## config.mk

```make
export PLATFORM = sky130hd
export DESIGN_NAME = jk_sync_counter
export DESIGN_NICKNAME = d
export VERILOG_FILES = /design/src/rtl/jk_counter_pkg.sv /design/src/rtl/jk_flipflop_ar.sv /design/src/rtl/jk_sync_counter.sv
export SDC_FILE = /design/constraint.sdc
export NUM_CORES = 1
export LEC_CHECK = 0
export CAP_MARGIN = 40
export CORE_AREA = 2 2 39 41
export CTS_CLUSTER_SIZE = 8
export DETAILED_ROUTE_END_ITERATION = 7
export DIE_AREA = 0 0 41 43
export GPL_TIMING_DRIVEN = 0
export PLACE_DENSITY = 0.63
export SYNTH_ARGS = -nofsm -noshare
export SYNTH_HDL_FRONTEND = slang
export SYNTH_SLANG_ARGS = --single-unit
```

## constraint.sdc

```tcl
create_clock -name clock -period 2.6 [get_ports clock]
set_input_delay 0.65 -clock clock [delete_from_list [all_inputs] [get_ports clock]]
set_output_delay 0.65 -clock clock [all_outputs]
set_load 0.01 [all_outputs]
```

## src/rtl/jk_counter_pkg.sv

```systemverilog
// rtl/jk_counter_pkg.sv - shared constants and next-state helpers for the JK modulo counter
// Optional feature macro: JK_COUNTER_SATURATE_EN (saturating next_count variant)
package jk_counter_pkg;

    localparam int MAX_W = 16;
    localparam int CNT_W = MAX_W + 1;

    localparam logic DIR_UP   = 1'b1;
    localparam logic DIR_DOWN = 1'b0;

    localparam logic [CNT_W-1:0] CNT_ONE  = CNT_W'(1);
    localparam logic [CNT_W-1:0] CNT_ZERO = '0;

    // CNT_W is one bit wider than the widest counter so a modulus of 2**WIDTH fits.
    function automatic logic [CNT_W-1:0] clamp_load(
        input logic [CNT_W-1:0] value,
        input logic [CNT_W-1:0] modulus
    );
        return (value >= modulus) ? (modulus - CNT_ONE) : value;
    endfunction

    function automatic logic [CNT_W-1:0] next_count(
        input logic [CNT_W-1:0] count,
        input logic             up_down,
        input logic [CNT_W-1:0] modulus
    );
        logic [CNT_W-1:0] result;
        result = count;
`ifdef JK_COUNTER_SATURATE_EN
        if (up_down == DIR_UP) begin
            if (count != modulus - CNT_ONE) result = count + CNT_ONE;
        end else begin
            if (count != CNT_ZERO) result = count - CNT_ONE;
        end
`else
        if (up_down == DIR_UP) begin
            result = (count == modulus - CNT_ONE) ? CNT_ZERO : count + CNT_ONE;
        end else begin
            result = (count == CNT_ZERO) ? modulus - CNT_ONE : count - CNT_ONE;
        end
`endif
        return result;
    endfunction

endpackage

```

## src/rtl/jk_flipflop_ar.sv

```systemverilog
// rtl/jk_flipflop_ar.sv - JK flip-flop with asynchronous active-low reset
module jk_flipflop_ar (
    input  logic clock,
    input  logic reset,
    input  logic J,
    input  logic K,
    output logic Q,
    output logic Qnot
);

    always_ff @(posedge clock or negedge reset) begin
        if (!reset) begin
            Q <= 1'b0;
        end else begin
            case ({J, K})
                2'b01:   Q <= 1'b0;
                2'b10:   Q <= 1'b1;
                2'b11:   Q <= ~Q;
                default: Q <= Q;
            endcase
        end
    end

    assign Qnot = ~Q;

endmodule

```

## src/rtl/jk_sync_counter.sv

```systemverilog
// rtl/jk_sync_counter.sv - up/down modulo-N counter on a bank of JK flip-flops
// Optional feature macro: JK_COUNTER_SATURATE_EN (hold at the limit, wrap_pulse tied low)
module jk_sync_counter
    import jk_counter_pkg::*;
#(
    parameter int WIDTH   = 4,
    parameter int MODULUS = 16
) (
    input  logic             clock,
    input  logic             reset,
    input  logic             enable,
    input  logic             up_down,
    input  logic             load,
    input  logic [WIDTH-1:0] load_value,
    output logic [WIDTH-1:0] count,
    output logic             terminal_count,
    output logic             wrap_pulse
);

    localparam logic [CNT_W-1:0] MOD_EXT = CNT_W'(MODULUS);

    logic [CNT_W-1:0] count_ext;
    logic [CNT_W-1:0] load_ext;
    logic [CNT_W-1:0] clamped;
    logic [CNT_W-1:0] stepped;
    logic [WIDTH-1:0] next_q;
    logic [WIDTH-1:0] j_bus;
    logic [WIDTH-1:0] k_bus;
    logic [WIDTH-1:0] qnot_bus;
    logic             at_limit;

    assign count_ext = {{(CNT_W-WIDTH){1'b0}}, count};
    assign load_ext  = {{(CNT_W-WIDTH){1'b0}}, load_value};

    assign at_limit = (up_down == DIR_UP) ? (count_ext == MOD_EXT - CNT_ONE)
                                          : (count_ext == CNT_ZERO);
    assign terminal_count = enable & ~load & at_limit;

    always_comb begin
        clamped = clamp_load(load_ext, MOD_EXT);
        stepped = next_count(count_ext, up_down, MOD_EXT);
        next_q  = count;
        if (load) begin
            next_q = clamped[WIDTH-1:0];
        end else if (enable) begin
            next_q = stepped[WIDTH-1:0];
        end
    end

    // Set only bits rising 0->1, clear only bits falling 1->0; J=K=1 can never occur.
    assign j_bus = next_q & qnot_bus;
    assign k_bus = ~next_q & count;

    for (genvar i = 0; i < WIDTH; i++) begin : g_bit
        jk_flipflop_ar u_ff (
            .clock (clock),
            .reset (reset),
            .J     (j_bus[i]),
            .K     (k_bus[i]),
            .Q     (count[i]),
            .Qnot  (qnot_bus[i])
        );
    end

`ifdef JK_COUNTER_SATURATE_EN
    assign wrap_pulse = 1'b0;
`else
    // A wrap happens exactly on an enabled, non-load edge taken from the limit.
    always_ff @(posedge clock or negedge reset) begin
        if (!reset) begin
            wrap_pulse <= 1'b0;
        end else begin
            wrap_pulse <= terminal_count;
        end
    end
`endif

endmodule

```

Word level (Yosys, flattened, before mapping)
Index checks and enable logic that the tools add are counted.
- register bits: 5
- output and inout port bits: 6
- logic and storage cells: 47
- add/subtract/negate cells: 2
- order comparisons: 1
- eq/ne operators: 13
- multiplexer cells: 11
- bitwise gates (word level): 10
- reduce and logical (&&, ||, !) cells: 5
- operators by type and width (operator ; count):
    two-way mux 4 bit ; 6
    logical NOT 17 bit ; 1
    == test 2 bit, second input constant ; 8
    one-hot mux 1 bit (3 select lines) ; 4
    nonzero test 3 bit ; 4
    bitwise AND 4 bit ; 2
    == test 2 x 1 -> 1 bit, second input constant ; 4
    greater-or-equal comparator 4 x 5 -> 1 bit, second input constant ; 1
    inverter 1 bit ; 5
    adder 4 x 1 -> 4 bit, second input constant ; 1
    == test 4 bit, second input constant ; 1
    inverter 4 bit ; 1
    subtractor 4 x 1 -> 4 bit, second input constant ; 1
    bitwise AND 1 bit ; 2
    two-way mux 1 bit ; 1

Logic depth before layout (Yosys ltp)
- depth in word-level cells: 9
- depth in mapped cells: 8
- mapped depth without buffers: 8

Cells and area by module
From an unflattened synthesis, not the netlist that was laid out.
- cell total of the unflattened synthesis: 65
- area, all modules: 495.5 um2
- by module, submodules not included (module ; instances ; cells an instance ; area each (um2) ; sequential area each (um2)):
    jk_sync_counter ; 1 ; 49 ; 345.3 ; 25.0
    jk_flipflop_ar ; 4 ; 4 ; 37.5 ; 25.0

Worst setup path before layout
No wires, ideal clock.
- path kind: reg2out
- start point: reg g_bit[0].u_ff.Q
- end point: out terminal_count
- data arrival time: 1.567 ns
- required time: 1.950 ns
- setup slack: 0.383 ns
- stages on the path, launching flop included: 5
- path buffers: 0
- cell sequence: dfrtp_1 > inv_1 > ha_1 > or4b_4 > a211oi_1
- word-level cells in the longest chain between the ends: 3
- elaborated cells on any way between the ends: 4
- classes of those cells: 1 x eq/ne; 1 x mux; 1 x bitwise; 1 x reduce/logical
- RTL lines (what ; line ; source):
    start, declared ; jk_flipflop_ar.sv:7 ; output logic Q,
    start signal, assigned ; jk_flipflop_ar.sv:18 ; 2'b11: Q <= ~Q;
    logical NOT 17 bit or == test 4 bit (tied branches) ; jk_sync_counter.sv:36, jk_sync_counter.sv:35 ;
    two-way mux 1 bit (*) ; jk_sync_counter.sv:35 ; assign at_limit = (up_down == DIR_UP) ? (count_ext == MOD_EXT - CNT_ONE)
    bitwise AND 1 bit (*) ; jk_sync_counter.sv:37 ; assign terminal_count = enable & ~load & at_limit;
    end, declared ; jk_sync_counter.sv:16 ; output logic terminal_count,
Every way passes the cells marked *; elsewhere a longest branch is shown, timed or not.

Final worst setup path
- start point: in up_down
- end point: out terminal_count
- word-level cells in the longest chain between the ends: 2
- RTL lines (what ; line ; source):
    start, declared ; jk_sync_counter.sv:12 ; input logic up_down,
    two-way mux 1 bit ; jk_sync_counter.sv:35 ;
    bitwise AND 1 bit ; jk_sync_counter.sv:37 ;
Every way passes these cells.

==> qor.csv <==
metric;value;unit
via count;422;
Worst slew margin;72.5;%
P_leak;0.292;nW
gr usage total;14.1;%
setup violators final;0;
register area share after synthesis;26.7;%
H-tree depth;1;
crit path kind;in2out;
routed wire length;909;um
slowest CP cell;or4b_4;
maximum resistive drop on vdd;0.495;mV
Clock Skew;0.000250;ns
first-pass GRT wire length;1620;um
max_cap viols;0;
Synth cell types;22;
largest net degree at the start of global routing;11;
Area growth syn-to-layout;39.6;%
I/O pin count;15;
CTS Buffer Depth;2;
Filler Cell Count;132;
Nets;86;
clock tree root driver cell;clkbuf_4;
post-synthesis average cell area;9.00;um2
TritonRoute pass-1 iters;2;
CP delay by family, top;simple AND/OR/NAND/NOR gates;
post-DR wirelength/cell;10.6;um
fraction of layout cells with a size suffix above 1;27.1;%
TritonCTS buffer count;3;
HP Class;reg2reg;
Startpoint Class;input port;
Worst Path Required;1.95;ns
storage element area;128;um2
RSZ-0062 raised after global routing;no;
Die Wd;41;um
antenna viol nets, final;0;
sequence of cells on the critical path;dlygate4sd2_1, or4b_4, a211oi_2, buf_2;
vias in the first global route;391;
status;finished, final reports clean;
Worst-Margin Slew;0.413;ns
Routability Congestion;0.704;
total power;613;uW
Mapped Area;468;um2
CP bufs+invs;2;
WP data arrival;1.87;ns
CTS tree;yes;
Worst Path Max Fanout;6;
fin area;653;um2
clock latency on the worst-skew pair;0.23;ns
Cell Pwr Density;939;mW/mm2
Final TNS setup;0;ns
initial antenna violation count;0;
YS warnings;0;
footprint of the multi-input gates;295;um2
Num Clock Sinks;5;
CP endpoint kind;output port;
max incr delay on CP;0.52;ns
PortBufs;13;
Reg clk slew, reported paths;0.04;ns
final worst-path cycle share;96.8;%
starting density of the core;33.8;%
total congestion overflow;0;
Hold Buf Count CTS;0;
DIE AREA;0.00176;mm2
#FFs+latches synth;5;
Core Area;0.00138;mm2
Max Slew Vio Count;0;
Die H;43;um
placed inst area;618;um2
top achievable clock speed;397;MHz
Min Clock Period, post-route;2.52;ns
Avg Vias per Cell;4.91;
endpoints failing hold;0;
row count;14;
setup slack, reg-to-reg;0.40;ns
syn nets;67;
Antenna diodes;0;
DRC viols;0;
1st-iter DRT viols;4;
cells after synthesis;52;
[synth_stat cells (all sizes together)]
library cell,instances,area [um2]
nor3,1,5.00
inv,5,18.8
a211oi,1,7.51
ha,6,75.1
nor2,3,11.3
o311a,1,10.0
or4b,1,13.8
xnor2,1,8.76
o41ai,1,8.76
a311oi,1,8.76
a31oi,1,6.26
buf,5,33.8
xor2,1,8.76
dfrtp,5,125
mux2,4,45.0
a21o,1,7.51
nand4,2,12.5
mux2i,1,10.0
o21ai,4,20.0
nand2,3,11.3
a21oi,4,20.0
[cell usage in the layout, fill, tap and decap left out]
cell	n
clkdlybuf4s50_1	11
ha_1	6
buf_4	5
a21oi_1	4
o21ai_0	4
mux2_2	4
inv_1	3
nor2_1	3
nand2_1	3
clkbuf_4	3
dfrtp_1	3
inv_2	2
nand4_1	2
dfrtp_2	2
buf_1	1
xor2_1	1
a31oi_1	1
o311a_1	1
nor3_1	1
o41ai_1	1
or4b_4	1
a211oi_2	1
a311oi_1	1
a21o_1	1
mux2i_1	1
xnor2_1	1
clkbuf_1	1
dlygate4sd2_1	1
buf_2	1
[final timing paths]
kind,startpoint,end,depth (start not counted)
setup / recovery,up_down,terminal_count,4
hold / removal,g_bit[1].u_ff.Q,g_bit[1].u_ff.Q,1
setup reg to reg,g_bit[1].u_ff.Q,g_bit[0].u_ff.Q,7
hold reg to reg,g_bit[1].u_ff.Q,g_bit[1].u_ff.Q,1
max in group asynchronous,reset,g_bit[0].u_ff.Q,1
min in group asynchronous,reset,g_bit[1].u_ff.Q,1
[repair_timing]
action | CTS | global route
setup buffers | 0 | 1
endpoints found under the setup margin | 1 | 1
pin swaps | 1 | 1
resized for setup | 9 | 1
cloned | 0 | 0
[cell families after synthesis]
logic type / count (synthesis) / share of synthesized area (%)
simple gates: 10 / 11.5
compound gates: 14 / 19.0
mux: 5 / 11.8
xor+xnor: 2 / 3.74
buf+inv: 10 / 11.2
flops: 5 / 26.7
fa+ha+maj: 6 / 16.0
[registers in the layout (all words and copies together) (netlist names)]
name          flops
wrap_pulse        1
g_bit.u_ff.Q      4
[through the flow]
stage,worst slack [ns],utilization (%),std cells,hold WS (ns)
2_1_floorplan,0.383,-,52,0.354
3_3_place_gp,-0.658,44.7,81,0.632
3_5_place_dp,-0.661,44.7,81,0.644
4_1_cts,0.0381,46.6,85,0.618
5_1_grt,0.00699,47.2,86,0.644
6_report,0.0831,47.2,86,0.612
[power by group]
part / internal, mW / switching, mW
registers: 0.110 / 0.0432
clock network: 0.0578 / 0.0284
logic: 0.221 / 0.153
total: 0.388 / 0.225
[per-layer routing]
| metal | up-vias | wire (um) | global-route usage (%) |
|---|---|---|---|
| met2 | 10 | 393 | 16.9 |
| met4 | 0 | 12 | 12.0 |
| li1 | 227 | - | - |
| met1 | 183 | 451 | 19.7 |
| met3 | 2 | 51 | 4.19 |
| met5 | - | 0 | 0 |
[area by class of cell]
| cell class | instances | share of cell area (%) |
|---|---|---|
| tap | 16 | 3.07 |
| timing repair buffer | 14 | 20.1 |
| sequential | 5 | 19.5 |
| clock buffer | 4 | 4.02 |
| inverter | 5 | 2.87 |
| multi-input combinational | 37 | 45.2 |
| buffer | 5 | 5.17 |
Note: power is estimated with default switching activity, not from simulation.
